[config.mk]
export PLATFORM = sky130hd
export DESIGN_NAME = pattern_gen_pipe
export DESIGN_NICKNAME = d
export VERILOG_FILES = /design/src/rtl/pattern_gen_pipe_pkg.sv /design/src/rtl/pattern_gen_pipe_delay_line.sv /design/src/rtl/pattern_gen_pipe.sv
export SDC_FILE = /design/constraint.sdc
export NUM_CORES = 1
export LEC_CHECK = 0
export ABC_AREA = 1
export CORE_UTILIZATION = 54
export CTS_BUF_LIST = sky130_fd_sc_hd__clkbuf_16
export DETAILED_ROUTE_END_ITERATION = 12
export PLACE_DENSITY_LB_ADDON = 0.15
export REMOVE_ABC_BUFFERS = 1
export SLEW_MARGIN = 40
export SYNTH_ARGS = -nofsm -noshare
export SYNTH_HDL_FRONTEND = slang
export SYNTH_SLANG_ARGS = --single-unit
[constraint.sdc]
create_clock -name clk -period 2.89 [get_ports clk]
set_input_delay 0.578 -clock clk [delete_from_list [all_inputs] [get_ports clk]]
set_output_delay 0.578 -clock clk [all_outputs]
set_load 0.01 [all_outputs]
[src/rtl/pattern_gen_pipe_pkg.sv]
// pattern_pkg: mode encodings and cfg field positions for pattern_gen_pipe
package pattern_pkg;
   localparam logic [2:0] MODE_PASS  = 3'd0;
   localparam logic [2:0] MODE_RAMP  = 3'd1;
   localparam logic [2:0] MODE_BARS  = 3'd2;
   localparam logic [2:0] MODE_XORS  = 3'd3;
   localparam logic [2:0] MODE_CHECK = 3'd4;
   localparam int CFG_PRI_LSB  = 0;
   localparam int CFG_DIV_LSB  = 2;
   localparam int CFG_MODE_LSB = 4;
endpackage

[src/rtl/pattern_gen_pipe_delay_line.sv]
// delay_line: DEPTH-stage register chain with synchronous clear
module delay_line #(
   parameter int WIDTH = 8,
   parameter int DEPTH = 2
) (
   input  logic             clk,
   input  logic             reset,
   input  logic [WIDTH-1:0] d,
   output logic [WIDTH-1:0] q
);
   logic [WIDTH-1:0] s [DEPTH];
   always_ff @(posedge clk)
      if (reset) begin
         for (int i = 0; i < DEPTH; i++) s[i] <= '0;
      end else begin
         s[0] <= d;
         for (int i = 1; i < DEPTH; i++) s[i] <= s[i-1];
      end
   assign q = s[DEPTH-1];
endmodule

[src/rtl/pattern_gen_pipe.sv]
// pattern_gen_pipe: test-pattern generator with frame-synchronous reconfiguration and aligned output pipeline
module pattern_gen_pipe
   import pattern_pkg::*;
#(
   parameter int BITS      = 8,
   parameter int HBITS     = 10,
   parameter int PIPE      = 2,
   parameter int BAR_SHIFT = 6
) (
   input  logic             clk,
   input  logic             reset,
   input  logic [7:0]       cfg_in,
   input  logic             cfg_load,
   output logic             cfg_busy,
   input  logic [HBITS-1:0] h,
   input  logic [HBITS-1:0] v,
   input  logic             visible_in,
   input  logic             hsync_in,
   input  logic             vsync_in,
   input  logic             hblank_in,
   input  logic             vblank_in,
   input  logic             frame_end,
   input  logic [BITS-1:0]  pass_in,
   output logic [BITS-1:0]  r,
   output logic [BITS-1:0]  g,
   output logic [BITS-1:0]  b,
   output logic             hsync,
   output logic             vsync,
   output logic             hblank,
   output logic             vblank,
   output logic [7:0]       frame_count
);
   logic [6:0] cfg_act, pending;
   logic unused_cfg;
   assign unused_cfg = cfg_in[7];
   always_ff @(posedge clk)
      if (reset) begin
         cfg_act     <= cfg_in[6:0];
         pending     <= '0;
         cfg_busy    <= 1'b0;
         frame_count <= '0;
      end else begin
         frame_count <= frame_count + {7'd0, frame_end};
         // a busy flag at frame_end wins, so a load in that same cycle is only captured when idle
         if (frame_end && cfg_busy) begin
            cfg_act  <= pending;
            cfg_busy <= 1'b0;
         end else if (cfg_load && !cfg_busy) begin
            pending  <= cfg_in[6:0];
            cfg_busy <= 1'b1;
         end
      end
   logic [2:0]        mode, idx;
   logic [1:0]        div, pri;
   logic [BITS-1:0]   rampa, rampb, rampc;
   logic              chk;
   logic [3*BITS-1:0] rgb, pix, q_rgb;
   assign mode  = cfg_act[CFG_MODE_LSB +: 3];
   assign div   = cfg_act[CFG_DIV_LSB +: 2];
   assign pri   = cfg_act[CFG_PRI_LSB +: 2];
   assign rampa = BITS'(h >> div);
   assign rampb = BITS'(v);
   assign rampc = BITS'({frame_count, BITS'(0)} >> 8);
   assign idx   = 3'(h >> (BAR_SHIFT + div));
   assign chk   = 1'((h ^ v) >> (3 + div)) ^ frame_count[5];
   always_comb begin
      rgb = '0;
      case (mode)
         MODE_PASS:  rgb = {3{pass_in}};
         MODE_RAMP:  rgb = pri == 2'd0 ? {rampa, rampb, rampc} :
                           pri == 2'd1 ? {rampc, rampa, rampb} :
                           pri == 2'd2 ? {rampb, rampc, rampa} : {3{rampa}};
         MODE_BARS:  rgb = {{BITS{~idx[1]}}, {BITS{~idx[2]}}, {BITS{~idx[0]}}};
         MODE_XORS:  rgb = {BITS'(h ^ v), BITS'(h & v), BITS'(h - v) + rampc};
         MODE_CHECK: rgb = {(3*BITS){chk}};
         default:    rgb = '0;
      endcase
   end
   assign pix = visible_in ? rgb : '0;
   delay_line #(.WIDTH(3*BITS + 4), .DEPTH(PIPE)) u_dly (
      .clk   (clk),
      .reset (reset),
      .d     ({pix, hsync_in, vsync_in, hblank_in, vblank_in}),
      .q     ({q_rgb, hsync, vsync, hblank, vblank})
   );
   assign {r, g, b} = q_rgb;
endmodule
# Yosys cells after proc, flatten, opt, wreduce, memory -nomap -nowiden
# Memories as Yosys holds them, arrays and structs flattened.
# Cells that the tools add are included.
# Widths: inputs -> output; s select.
dict set report word_totals {
  ff_bits 23
  latch_bits 0
  mem_bits_rw 56
  mem_bits_ro 0
  inputBits 45
  output_inout_bits 37
  word_cells 48
  mem_count 1
}
dict set report op_classes {
  add_sub_neg 5
  mul 0
  n_div 0
  magnitude_cmp 0
  eq_ne 6
  shifts 3
  muxes 12
  bitwise_logic 9
  n_reduce_logical 8
}
# name depth width rd rd_clocked_by_memory_dff write_ports line_no
set mem_list {}
lappend mem_list {u_dly.s 2 28 2 0 2 pattern_gen_pipe_delay_line.sv:11} ;# logic [WIDTH-1:0] s [DEPTH];
# operator n
set op_table {}
lappend op_table {{$pmux 24 s5} 1}
lappend op_table {{$mux 24} 4}
lappend op_table {{$mux 28} 2}
lappend op_table {{$mux 7} 2}
lappend op_table {{$shr 10x2->8} 1}
lappend op_table {{$shr 10x3->1} 1}
lappend op_table {{$shr 10x4->3} 1}
lappend op_table {{$xor 10x10->10} 1}
lappend op_table {{$add 8x1->8} 1}
lappend op_table {{$add 8x8->8} 1}
lappend op_table {{$and 8x8->8} 1}
lappend op_table {{$sub 8x8->8} 1}
lappend op_table {{$eq 3x2->1 const B} 2}
lappend op_table {{$add 3x2->4 const A} 1}
lappend op_table {{$not 1->1} 4}
lappend op_table {{$add 2x2->3 const A} 1}
lappend op_table {{$eq 3x1->1 const B} 1}
lappend op_table {{$eq 3x3->1 const B} 1}
lappend op_table {{$logic_not 3->1} 1}
lappend op_table {{$mux 1} 3}
lappend op_table {{$eq 2x1->1 const B} 1}
lappend op_table {{$eq 2x2->1 const B} 1}
lappend op_table {{$logic_and 1x1->1} 2}
lappend op_table {{$logic_not 2->1} 1}
lappend op_table {{other kinds (6)} 7}

# Depth between registers and ports, before layout
# Gate-level depths: netlist of run 1.
dict set report depth {
  depth_word 7
  depth_mapped 13
  depth_no_buf 13
}

# Modules after synthesis
# Synthesis of run 1 repeated with hierarchy kept, for this count alone.
dict set report unflattened {
  cells_unflattened 774
  area_unflattened_um2 5092.4
}
# module instances cells_each area_per_inst_um2 seq_area_each_um2
set by_module_without_submodules {}
lappend by_module_without_submodules {pattern_gen_pipe 1 572 3279.4 530.5}
lappend by_module_without_submodules {delay_line 1 202 1813.0 1121.1}

# Least setup slack after synthesis of run 1
# Ideal clock, no wire load.
dict set report synth_path {
  kind {input to register}
  startpoint {in h[1]}
  endpoint {mem u_dly.s[0][6] (netlist name)}
  setup_time_ps 121
  arrival_ps 2280
  required_ps 2769
  path_slack_ps 489
  cell_stages 9
  n_path_buf 0
  cell_sequence {inv_1 -> fa_1 -> inv_1 -> fa_1 -> or2_2 -> a31oi_1 -> nand2_1 -> nor2_1 -> nor2_1}
}
# item line_no
set synth_lines {}
lappend synth_lines {{start, declared} pattern_gen_pipe.sv:15} ;# input logic [HBITS-1:0] h,
lappend synth_lines {{end, declared} pattern_gen_pipe_delay_line.sv:11}

==> summary.txt, run 1 <==
run status - finished clean
post-synthesis instance area - 4820 um2
sequential cell area fraction in the yosys report - 34.3%
detailed-route via count - 4601
Leakage Power - 0.00289 uW
setup slack after placement - -76.5 ps
total of hold buffers inserted after clock tree synthesis - 0
final critical-path required period - 2660 ps
Fin Clk Skew - 10.7 ps
buffers from clock root to sink, at most - 2
via count of the first global-routing pass - 4291
number of different library cells in the post-synthesis netlist - 39
DRC Markers - 0
total wirelength of the detailed-routed design - 13600 um
1st-iter DRT viols - 284
post-CTS setup-driven buffer insertion count - 0
cell family with the largest share of critical-path delay - buffers and inverters
Cell Pwr Density - 531 nW/um2
pin slew with the least headroom to its limit - 662 ps
Required @ worst endpoint - 3160 ps
Post-Syn Area per Cell - 6.85 um2
kind of path behind the tightest hold check - register to register
fraction of the core area covered by cells at the end of the flow - 68.4%
maximum vdd ir drop - 0.000343 V
average wire per cell in the routed design - 15.3 um
layout-stage area growth over the synthesis result - 23.1%
source-to-sink clock delay at the later pin of the worst-skew pair - 340 ps
area of the die - 9300 um2
Yosys reg bits - 79
number of setup violations in the final report - 0
share of synthesized registers carrying an async set or reset - 0%
upper clock frequency limit - 376 MHz
global-route usage over all layers - 30.9%
vertical die dimension - 96.5 um
Worst Setup Path Type - input pin to register
CP endpoint kind - register
largest net degree at the start of global routing - 44
global-route wire length before repair - 21200 um
placer's final routability congestion estimate - 0.951
standard-cell rows - 34
worst path buffer plus inverter count - 4
min setup slack post-route - 233 ps
Sinks on Clock Net - 79
Slowest-stage cell, CP - fa_1
peak fanout along the critical path - 3
path depth of the worst reg2reg path - 12
layout cells sized above 1 - 8.86%
TritonCTS clock tree - built
via density per instance - 5.19
Relative slew margins - 55.8%
clock root cell - clkbuf_16
Post-synth top flop - dfxtp_1
post-detail-place hpwl - 9930 um
Worst Hold Depth - 2
setup repair after global routing missed its margin - false
kind of start point of the critical path - input pin
Critical Path, Cell by Cell - clkdlybuf4s50_1 > inv_1 > fa_1 > inv_1 > buf_4 > ha_1 > a21oi_1 > nand2_1 > nand2_1 > nand2_1 > nand2_1 > nand2_1 > nor2_1 > nor2_1 > nor2_1
x dimension of the die - 96.5 um
Arrival @ worst endpoint - 2920 ps
Post-synth EDFFs - 7
total number of cells along the worst setup path - 15
post-cts repair resize count - 0
Post-Synthesis Cells - 703
number of antenna violations at the first check in global routing - 0
Antenna Nets Post-Route - 0
grt total ovfl - 0
Core Box Area - 8680 um2
fin crit share - 91.9%
max-cap violations - 0
CP peak stage delay - 540 ps
number of nets in the layout - 850
Warnings, synthesis - 0
Port Buf Inserts - 78
clock transition at the registers of the reported paths - 70 ps
diodes inserted - 0
max-slew violation total from the final report - 0
most numerous cell on the critical path - nand2_1
Initial Utilization - 55.5%
number of ports placed on the die boundary - 82
total CTS buffers - 9
number of H-tree levels - 3
count of endpoints failing hold in the final timing report - 0
Pre-Repair DR Iteration Count - 6
final timing paths:
path,from,to,slack [ps]
min,u_dly.s[0][4],u_dly.s[0][32],400
max,h[1],u_dly.s[0][9],230
max reg2reg,frame_count[6],u_dly.s[0][11],630
min reg2reg,u_dly.s[0][4],u_dly.s[0][32],400
per-layer routing:
| layer | routed length, um | track usage (%) | share of wire, % | up-vias |
|---|---|---|---|---|
| met3 | 1000 | 5.40 | 7.4 | 43 |
| met1 | 5690 | 38.2 | 42 | 2071 |
| met4 | 540 | 15.1 | 4.0 | 0 |
| li1 | - | - | - | 2279 |
| met5 | 0 | 0 | 0 | - |
| met2 | 6350 | 51.7 | 47 | 208 |
layout make-up:
type / count / area (um2)
fillers: 765 / 2750
repair buffers: 102 / 961
multi-input cells: 467 / 2430
clock buffers: 10 / 250
flip-flops and latches: 79 / 1650
clock inverters: 6 / 63.8
inverters: 115 / 437
well taps: 108 / 135
sequential cells by signal, summed over array words and instances (netlist names):
register / count
u_dly.s: 56
frame_count: 8
cfg_act: 7
pending: 7
cfg_busy: 1
worst reg2reg max path, cell delays in order (launching register included):
cell and delay, ps:
dfxtp_1 450, inv_1 140, fa_1 500, inv_1 50, ha_1 340, nand2_1 110
inv_1 50, a21oi_1 140, nand2_1 90, nor2_1 90, nor2_1 50, nor2_1 90
nor2_1 50
report_power, final:
part	leakage, uW	total, uW	internal (uW)	switching [uW]
sequential	0.000660	1220	1170	49.1
combinational	0.00208	724	295	430
clock	0.000158	1210	725	483
kinds of logic after synthesis:
logic type,share of synthesized area [%]
AO/OA/AOI/OAI,6.44
buffers and inverters,15.2
flip-flops,34.3
AND/OR/NAND/NOR,34.9
adder cells (fa/ha/maj),9.14
placed cells by master, fill, tap and decap left out, drive strengths merged, types with 4 or more instances in the layout:
cell / n
a21oi: 20
buf: 24
o21ai: 27
inv: 119
nor2: 103
and3: 5
clkbuf: 10
edfxtp: 7
nand2: 190
dfxtp: 72
nand3: 65
ha: 24
clkdlybuf4s50: 78
nand3b: 7
fa: 7
or2: 4
stage by stage:
step	setup TNS [ps]	std cells	power, uW	hold slack, ps	area [um2]
3_5_place_dp	-337	871	1950	394	5620
5_1_grt	0	887	3300	409	5930
4_1_cts	0	887	3150	402	5930
3_3_place_gp	-126	871	1930	388	5620
6_report	0	887	3150	400	5930
2_1_floorplan	0	661	1660	388	4520
synth_stat cells (3+ instances only):
| cell | instances | share of area, % |
|---|---|---|
| dfxtp_1 | 72 | 30 |
| nand2_1 | 183 | 14 |
| inv_2 | 9 | 0.70 |
| clkbuf_1 | 7 | 0.55 |
| and3_1 | 5 | 0.65 |
| nor2_1 | 99 | 7.7 |
| inv_1 | 104 | 8.1 |
| buf_2 | 3 | 0.31 |
| nand3_1 | 59 | 6.1 |
| ha_1 | 24 | 6.2 |
| fa_1 | 7 | 2.9 |
| nand3_4 | 4 | 1.5 |
| buf_6 | 4 | 0.93 |
| o22ai_1 | 3 | 0.39 |
| nand2_2 | 6 | 0.78 |
| nor2_4 | 3 | 0.70 |
| a21oi_1 | 20 | 2.1 |
| edfxtp_1 | 7 | 4.4 |
| buf_4 | 28 | 4.4 |
| nand3b_1 | 7 | 1.1 |
| o21ai_0 | 27 | 2.8 |
No activity file was read; power rests on OpenSTA's default activity.
==> run 2, diff against run 1 <==
--- a/config.mk
+++ b/config.mk
@@ -15,3 +15,4 @@
 export SYNTH_ARGS = -nofsm -noshare
 export SYNTH_HDL_FRONTEND = slang
 export SYNTH_SLANG_ARGS = --single-unit
+export TNS_END_PERCENT = 20
==> results of run 2 <==
The final DEF is identical to that of run 1; final timing and power are the same.
==> run 3, diff against run 2 <==
--- a/config.mk
+++ b/config.mk
@@ -9,6 +9,7 @@
 export CORE_UTILIZATION = 54
 export CTS_BUF_LIST = sky130_fd_sc_hd__clkbuf_16
 export DETAILED_ROUTE_END_ITERATION = 12
+export GPL_TIMING_DRIVEN = 0
 export PLACE_DENSITY_LB_ADDON = 0.15
 export REMOVE_ABC_BUFFERS = 1
 export SLEW_MARGIN = 40
==> run 3 against run 2 <==
Effect of this change: routed wire length is 5.7% lower; sequential power about the same; first-iteration DRC count fell by 28%; power decreased by 0.71%; non-clock buffer count decreased by 23; maximum frequency decreased by 1.2%; critical path type unchanged; critical endpoint is now u_dly.s[0][11]; highest routed layer unchanged.
==> summary.txt, run 3 (synthesis results as in run 1) <==
1st-iter DRT viols - 205 (was 284)
number of nets in the layout - 827 (was 850)
Sinks on Clock Net - 79 (unchanged)
via count of the first global-routing pass - 4277 (was 4291)
vertical die dimension - 96.5 um (unchanged)
grt total ovfl - 0 (unchanged)
Required @ worst endpoint - 3080 ps (was 3160 ps)
global-route wire length before repair - 20400 um (was 21200 um)
fraction of power spent switching nets - 29.7% (was 30.5%)
placer's final routability congestion estimate - 0.926 (was 0.951)
x dimension of the die - 96.5 um (unchanged)
fin crit share - 93.1% (was 91.9%)
Cell Pwr Density - 540 nW/um2 (was 531 nW/um2)
source-to-sink clock delay at the later pin of the worst-skew pair - 340 ps (about the same)
peak fanout along the critical path - 5 (was 3)
layout-stage area growth over the synthesis result - 20.2% (was 23.1%)
Fin Clk Skew - 10.4 ps (was 10.7 ps)
Relative slew margins - 41.0% (was 55.8%)
max FFs per register - 56 (unchanged)
pin slew with the least headroom to its limit - 883 ps (was 662 ps)
layout cells sized above 1 - 6.48% (was 8.86%)
Pre-Repair DR Iteration Count - 7 (was 6)
post-detail-place hpwl - 9540 um (was 9930 um)
Worst Setup Path Type - input pin to register (unchanged)
filler instances - 811 (was 765)
number of ports placed on the die boundary - 82 (unchanged)
maximum vdd ir drop - 0.000335 V (was 0.000343 V)
total CTS buffers - 9 (unchanged)
diodes inserted - 0 (unchanged)
max-slew violation total from the final report - 0 (unchanged)
clock transition at the registers of the reported paths - 60 ps (was 70 ps)
Combinational Power Share - 21.9% (was 23.0%)
min setup slack post-route - 201 ps (was 233 ps)
final critical-path required period - 2690 ps (was 2660 ps)
Antenna Nets Post-Route - 0 (unchanged)
run status - finished clean (unchanged)
total of hold buffers inserted after clock tree synthesis - 0 (unchanged)
CP endpoint kind - register (unchanged)
Port Buf Inserts - 78 (unchanged)
detailed-route via count - 4449 (was 4601)
clock network power share - 39.1% (was 38.3%)
commonest cells after routing, fill and taps aside - nand2_1 (183), inv_1 (105), nor2_1 (98) (was nand2_1 (183), inv_1 (105), nor2_1 (99))
area of the die - 9300 um2 (unchanged)
Hold Slack - 400 ps (about the same)
Leakage Power - 0.00282 uW (was 0.00289 uW)
standard-cell rows - 34 (unchanged)
number of antenna violations at the first check in global routing - 0 (unchanged)
global-route usage over all layers - 29.6% (was 30.9%)
buffers from clock root to sink, at most - 2 (unchanged)
largest net degree at the start of global routing - 28 (was 44)
TritonCTS clock tree - built (unchanged)
number of H-tree levels - 3 (unchanged)
kind of start point of the critical path - input pin (unchanged)
max-cap violations - 0 (unchanged)
Core Box Area - 8680 um2 (unchanged)
register containing the most flip-flops in the final layout - u_dly.s (unchanged)
Regs by FF count - u_dly.s x56, frame_count x8 (unchanged)
average wire per cell in the routed design - 14.8 um (was 15.3 um)
internal portion of total power - 2200 uW (was 2190 uW)
total wirelength of the detailed-routed design - 12800 um (was 13600 um)
kind of path behind the tightest hold check - register to register (unchanged)
most frequent standard cell in the layout excluding fill and tap cells - nand2_1 (unchanged)
number of setup violations in the final report - 0 (unchanged)
Arrival @ worst endpoint - 2880 ps (was 2920 ps)
count of endpoints failing hold in the final timing report - 0 (unchanged)
Initial Utilization - 55.5% (unchanged)
upper clock frequency limit - 372 MHz (was 376 MHz)
power dissipated by switching net loads - 931 uW (was 961 uW)
setup slack after placement - -282 ps (was -76.5 ps)
via density per instance - 5.15 (was 5.19)
DRC Markers - 0 (unchanged)
sequential cell fraction of total power - 39.1% (was 38.7%)
clock root cell - clkbuf_16 (unchanged)
setup repair after global routing missed its margin - false (unchanged)
## run 3: changes by cell type in the layout (fill, tap and decap cells not counted), sizes merged
cell           change
bufinv             +1
clkbuf             -1
buf               -22
clkdlybuf4s50      -4
dlymetal6s2s       +3
## run 3: cell type report
class	count	area (um2)	share of cell area, %
Multi-Input combinational cell	467	2440	42.1
Sequential cell	79	1650	28.5
Timing Repair Buffer	79	811	14.0
Inverter	115	437	7.54
Clock buffer	9	225	3.89
Tap cell	108	135	2.33
Clock inverter	7	93.8	1.62
## run 3: what timing repair did
action | in CTS | in global routing
setup buffers | 0 | 0
resized for setup | 0 | 3
endpoints found under the setup margin | 0 | 4
## run 3: final timing paths
path / from / to / slack [ps] / depth (start not counted)
hold reg to reg: u_dly.s[0][7] / u_dly.s[0][35] / 400 / 2
setup / recovery: h[5] / u_dly.s[0][11] / 200 / 13
setup reg to reg: frame_count[5] / u_dly.s[0][11] / 420 / 12
hold / removal: u_dly.s[0][7] / u_dly.s[0][35] / 400 / 2
## run 3: power groups by stage
stage	clock network, uW	logic, uW	registers [uW]
after CTS	1250	679	1220
final	1220	684	1220
after global routing	1280	778	1230
after global placement	0	658	1240
after detailed placement	0	675	1240
after floorplan	0	418	1240
## run 3: stage by stage
step                std cells  setup TNS, ps  total power, uW  instance area [um2]  util, %
floorplan                 661              0             1660                 4520        -
global placement          847         -35460             1900                 5440     62.7
detailed placement        848          -1130             1920                 5460     62.9
CTS                       864              0             3150                 5780     66.6
global route              864              0             3290                 5790     66.7
finish                    864              0             3130                 5790     66.7
## run 3: routing by layer
layer	global-route usage [%]	up-vias	share of wire (%)
li1	-	2241	-
met1	34.5	2023	43
met2	51.0	146	48
met3	5.16	39	4.8
met4	16.8	0	4.2
met5	0	-	0
## run 3: critical path, cell delays in order
cell and delay, ps:
clkdlybuf4s50_1 600, inv_1 100, fa_1 540, inv_1 40, ha_1 350, nand2_1 110
inv_1 40, a21oi_1 130, nand2_1 90, nor2_1 90, nor2_1 50, nor2_1 100
nor2_1 50
==> variant 1, RTL diff (config.mk and constraints of run 1) <==
Change the parameter `HBITS` from 10 to 5.
--- a/src/rtl/pattern_gen_pipe.sv
+++ b/src/rtl/pattern_gen_pipe.sv
@@ -4,5 +4,5 @@
 #(
    parameter int BITS      = 8,
-   parameter int HBITS     = 10,
+   parameter int HBITS     = 5,
    parameter int PIPE      = 2,
    parameter int BAR_SHIFT = 6
Ports: changed (resized h and v); port bits go from 82 to 72. The function was not compared with the original's and may differ.
==> variant 1 against run 1 <==
- routed wire length shrank 21%
- worst setup slack lost 0.14 ns
- first-iteration DRC count shrank 19%
- final area shrank 9.9%
- combinational power shrank 21%
- core utilization grew 4.9 points
- total power shrank 7.6%
- sequential cell count is the same
- area after synthesis shrank 15%
- non-clock buffer count grew 5
==> variant 1: results (changes against run 1) <==
- The run finished with clean final reports.
- The critical path's slowest cell is sky130_fd_sc_hd__clkdlybuf4s50_1.
- The post-synthesis cell count was 566 (-19%).
- Sorting the synthesized cells by area gives the leading types as sky130_fd_sc_hd__dfxtp_1 (35%), sky130_fd_sc_hd__nand2_1 (9.3%), sky130_fd_sc_hd__inv_1 (8.2%).
- The leakage power total came to 2.424 nW (-16%).
- The initial antenna violation count is 0 (unchanged).
- The total net switching power was 0.0008154 W (-15%).
- The stage delay of the slowest cell on the critical path is 0.51 ns (-0.03 ns).
- In this design, the largest share of critical-path delay is due to simple AND/OR/NAND/NOR gates.
- The maximum buffer depth of the clock tree is 2 (unchanged).
- The compound-cell area share of the yosys netlist was 0.1111 (+0.04675).
- The adder and majority gate portion of the synthesized area is 0.06779 (-0.02362).
- The detailed placer's ending HPWL came to 8205 um (-17%).
- The peak fanout along the critical path is 4 (+1).
- The maximum resistive drop on vdd was 0.3338 mV (-2.7%).
- The number of global-route vias before repair is 3,510 (-18%).
- The pin count of the biggest net entering global routing is 43 (-2.3%).
- The sequential fraction of the synthesis area is 0.4031 (+0.06029).
- The parity-gate share of the synthesized area counting xor and xnor cells is 0.006412 (+0.006412).
- The register-to-register path setup slack is 0.97 ns (+0.34 ns).
- After synthesis, the most frequently instantiated cells are sky130_fd_sc_hd__nand2_1 (101), sky130_fd_sc_hd__inv_1 (90), sky130_fd_sc_hd__nor2_1 (88), sky130_fd_sc_hd__dfxtp_1 (72), sky130_fd_sc_hd__a21oi_1 (38).
- The first-pass GRT wire length is 16,710 um (-21%).
- The total of buffers placed on input and output ports is 70 (-10%).
- The global router's overall resource usage is 0.2859 (-0.02281).
- The mean number of vias per cell came to 5.068 (-2.3%).
- The number of DRC markers after the initial detailed-route iteration came to 230 (-19%).
- The arrival time of data at the critical path endpoint came to 3.05 ns (+0.13 ns).
- The sum of routed wire length over all layers is 10,740 um (-21%).
- The minimum hold slack is 0.4000 ns (-0.0002870 ns).
- The number of iterations in the first detailed-routing pass is 4 (-2).
- The number of warning messages in the yosys log came to 1 (+1).
- The cell count after placement is 738 (-15%).
- The placed standard-cell area came to 4979 sq um (-11%).
- The share of post-route cells with drive strength above 1 is 0.1511 (+0.06257).
- The total length of routed met3 wires is 607 um (-39%).
- The distinct cell type count after synthesis was 35 (-10%).
## variant 1: layout make-up
class	instances	area, sq um
tap	99	123.9
clock inverter	7	78.83
inverter	99	381.6
timing repair buffer	107	983.4
clock buffer	9	225.2
fill	592	1949
sequential	79	1652
multi-input combinational	354	1898
## variant 1: final timing paths
path	end	start	cells past startpoint
setup reg to reg	u_dly.s[0][11]	frame_count[2]	9
hold reg to reg	u_dly.s[0][55]	u_dly.s[0][27]	2
setup / recovery	u_dly.s[0][11]	v[1]	18
hold / removal	u_dly.s[0][55]	u_dly.s[0][27]	2
## variant 1: power groups by stage
stage / registers (W) / clock network (W) / logic, W
3_5_place_dp: 0.00122 / 0 / 0.000549
2_1_floorplan: 0.00123 / 0 / 0.000295
6_report: 0.00120 / 0.00114 / 0.000572
3_3_place_gp: 0.00122 / 0 / 0.000537
5_1_grt: 0.00120 / 0.00122 / 0.000634
4_1_cts: 0.00120 / 0.00116 / 0.000555
## variant 1: what timing repair did
action,in CTS,in global routing
gates resized for setup,0,20
setup endpoints to repair,0,5
setup buffers,0,0
## variant 1: per-stage QoR
stage	setup WS, ns	total power (W)	TNS [ns]
2_1_floorplan	0.3588	0.001521	0
3_3_place_gp	-0.2249	0.001757	-1.030
3_5_place_dp	-0.2676	0.001772	-1.420
4_1_cts	0.004570	0.002911	0
5_1_grt	-0.01492	0.003060	-0.01903
6_report	0.08849	0.002911	0
## variant 1: per-layer routing
metal | global-route usage | vias to the layer above
met5 | 0 | -
met4 | 0.1068 | 0
met3 | 0.05540 | 22
met2 | 0.5142 | 142
met1 | 0.3368 | 1728
li1 | - | 1929
==> variant 2, RTL diff (settings of run 1) <==
Made on the original files. Reset style: asynchronous (`reset`), changed in one clocked block.
--- a/src/rtl/pattern_gen_pipe_delay_line.sv
+++ b/src/rtl/pattern_gen_pipe_delay_line.sv
@@ -10,5 +10,5 @@
 );
    logic [WIDTH-1:0] s [DEPTH];
-   always_ff @(posedge clk)
+   always_ff @(posedge clk or posedge reset)
       if (reset) begin
          for (int i = 0; i < DEPTH; i++) s[i] <= '0;
Behaviour: differs if reset is asserted again (counterexample within 4 cycles, from zero or initial values and one cycle with reset high); with reset held inactive, the same outputs for 10 cycles.
==> variant 2 against run 1 <==
- sequential cell count unchanged
- final area is 0.46% lower
- largest cell class unchanged
- area after synthesis is 2.7% lower
- critical path depth shrank 1
- worst setup slack improved by 0.024 ns
- synthesized cell count shrank 12%
- worst hold slack worse by 0.056 ns
- total power up 4.8%
- routed wire length down 6.2%
==> variant 2: results (changes against run 1) <==
- The initial antenna violation count is 0 (unchanged).
- The final max-slew violation count is 0 (unchanged).
- The number of buffers inserted to repair setup after CTS is 0 (unchanged).
- The path depth of the worst reg2reg path is 13 (+1).
- By area the synthesized netlist is led by sky130_fd_sc_hd__dfrtp_1 (30%), sky130_fd_sc_hd__nand2_1 (13%), sky130_fd_sc_hd__inv_1 (7.4%).
- The number of fillers in the final layout was 650 (-15%).
- The global router's overall resource usage is 0.2971 (-0.01163).
- The leakage power total is 3.062 nW (+5.8%).
- After synthesis, the most frequently instantiated cells are sky130_fd_sc_hd__nand2_1 (164), sky130_fd_sc_hd__inv_1 (93), sky130_fd_sc_hd__dfrtp_1 (56), sky130_fd_sc_hd__nor2_1 (54), sky130_fd_sc_hd__nand3_1 (51).
- The max-slew headroom at the worst pin came to 0.5591 (+0.0007330).
- The distinct cell type count after synthesis was 37 (-5.1%).
- The placer congestion estimate was 0.9466 (-0.42%).
- The class of the tightest hold or removal check is reg2reg.
- The clock buffer count from CTS is 9 (unchanged).
- The fraction of registers with async set or reset after synthesis is 0.7089 (+0.7089).
- The source-to-sink clock delay at the later pin of the worst-skew pair is 0.34 ns (about the same).
- The pin count of the biggest net entering global routing is 76 (+73%).
- The number of DRC markers after the initial detailed-route iteration is 285 (+0.35%).
- CTS placed an instance of sky130_fd_sc_hd__clkbuf_16 at the clock tree root.
- The maximum buffer depth of the clock tree was 2 (unchanged).
- The placed standard-cell area is 5572 sq um (-0.82%).
- The startpoint of the worst setup timing path is h[2].
- The run finished with clean final reports.
- The worst register-to-register path begins at frame_count[4].
- The total of buffers placed on input and output ports is 78 (unchanged).
- The arrival time of data at the critical path endpoint came to 2.84 ns (-0.08 ns).
- The number of global-route vias before repair is 4,061 (-5.4%).
- The maximum resistive drop on vdd came to 0.3192 mV (-7.0%).
- The number of antenna repair diodes was 0 (unchanged).
- The vias after detailed routing is 4,269 (-7.2%).
- The clock-pin slew on the worst setup and hold paths is 0.07 ns (about the same).
- The peak fanout along the critical path was 4 (+1).
- The endpoint identified for the worst register-to-register timing path is u_dly.s[37].
- The average wire per standard cell is 15.72 um (+2.6%).
- The count of instances resized after the clock tree is built came to 0 (unchanged).
- The number of warning messages in the yosys log came to 0 (unchanged).
- The final count of negative-setup-slack endpoints is 0 (unchanged).
- The total number of nets in the final design is 777 (-8.6%).
- The kind of capture point of the worst setup path is a flip-flop.
- The worst clock skew came to 0.01095 ns (+0.0002700 ns).
- The share of post-route cells with drive strength above 1 is 0.08782 (-0.0007564).
- The stage delay of the slowest cell on the critical path came to 0.54 ns (about the same).
- The register-to-register path setup slack is 0.46 ns (-0.17 ns).
- The number of iterations in the first detailed-routing pass was 5 (-1).
- The count of flip-flops with a built-in enable after synthesis is 7 (unchanged).
- The number of levels the H-tree was split into was 3 (unchanged).
- The detailed placer's ending HPWL is 9519 um (-4.1%).
- The sequential fraction of the synthesis area is 0.4120 (+0.06918).
- The first-pass GRT wire length is 19,930 um (-5.8%).
[variant 2: cell count changes after synthesis, sizes merged, moves of 4 or more]
cell,change
dfrtp,+56
dfxtp,-56
and3,-5
nor2,-48
nand4,+5
nand2,-23
o22ai,+12
nand3b,-4
inv,-15
o21ai,+4
nand3,-13
a21oi,+6
[variant 2: final cells by class]
| class | count | area, sq um | share of cell area |
|---|---|---|---|
| Clock buffer | 10 | 250.2 | 0.04238 |
| Clock inverter | 6 | 82.58 | 0.01399 |
| Inverter | 102 | 382.9 | 0.06484 |
| Multi-Input combinational cell | 401 | 2107 | 0.3569 |
| Sequential cell | 79 | 1932 | 0.3272 |
| Tap cell | 105 | 131.4 | 0.02225 |
| Timing Repair Buffer | 108 | 1018 | 0.1725 |
[variant 2: layer usage]
layer  wire length [um]  part of all wire  up-vias  global-route usage
li1                   -                 -     2100                   -
met1               5487              0.43     1969              0.3748
met3                893             0.070       31             0.05343
met5                  0                 0        -                   0
met2               5951              0.47      169              0.4952
met4                412             0.032        0              0.1301
[variant 2: how the worst min path moves through the flow]
| stage | start | endpoint | cells after the start |
|---|---|---|---|
| after floorplan | u_dly.s[28] | u_dly.q[0] | 0 |
| after global placement | u_dly.s[34] | u_dly.q[6] | 0 |
| after detailed placement | u_dly.s[28] | u_dly.q[0] | 0 |
| after CTS | u_dly.s[43] | u_dly.q[15] | 0 |
| after global routing | u_dly.s[43] | u_dly.q[15] | 0 |
| final | u_dly.s[43] | u_dly.q[15] | 0 |
[variant 2: cells by family (layout without fill, tap and decap cells)]
family | Yosys count | count (layout) | share of synthesized area
compound gates | 81 | 81 | 0.09552
xor+xnor | 2 | 2 | 0.003736
fa+ha+maj | 31 | 31 | 0.09392
buf+inv | 141 | 226 | 0.1398
flops | 79 | 79 | 0.4120
simple gates | 287 | 287 | 0.2551
[variant 2: report_power, final]
part	internal, W	switching, W	leakage [nW]
Sequential	0.00122	0.0000438	0.936
Combinational	0.000337	0.000454	1.97
Clock	0.000742	0.000504	0.160
[variant 2: per-stage QoR]
stage          cells  worst slack (ns)  setup TNS [ns]  hold WS (ns)  total power, W
5_1_grt          811           0.04999               0        0.3456        0.003466
2_1_floorplan    582           0.01649               0        0.3312        0.001705
4_1_cts          811            0.2746               0        0.3451        0.003310
3_5_place_dp     795          -0.07729         -0.2264        0.3355        0.002069
6_report         811            0.2565               0        0.3445        0.003302
3_3_place_gp     795          -0.05225         -0.1451        0.3315        0.002044
[variant 2: worst max-delay path: cells and delay by family]
family,cells,cell delay (ns)
buffers and inverters,3,0.64
and+or+nand+nor,9,0.73
adders and majority gates,2,0.88
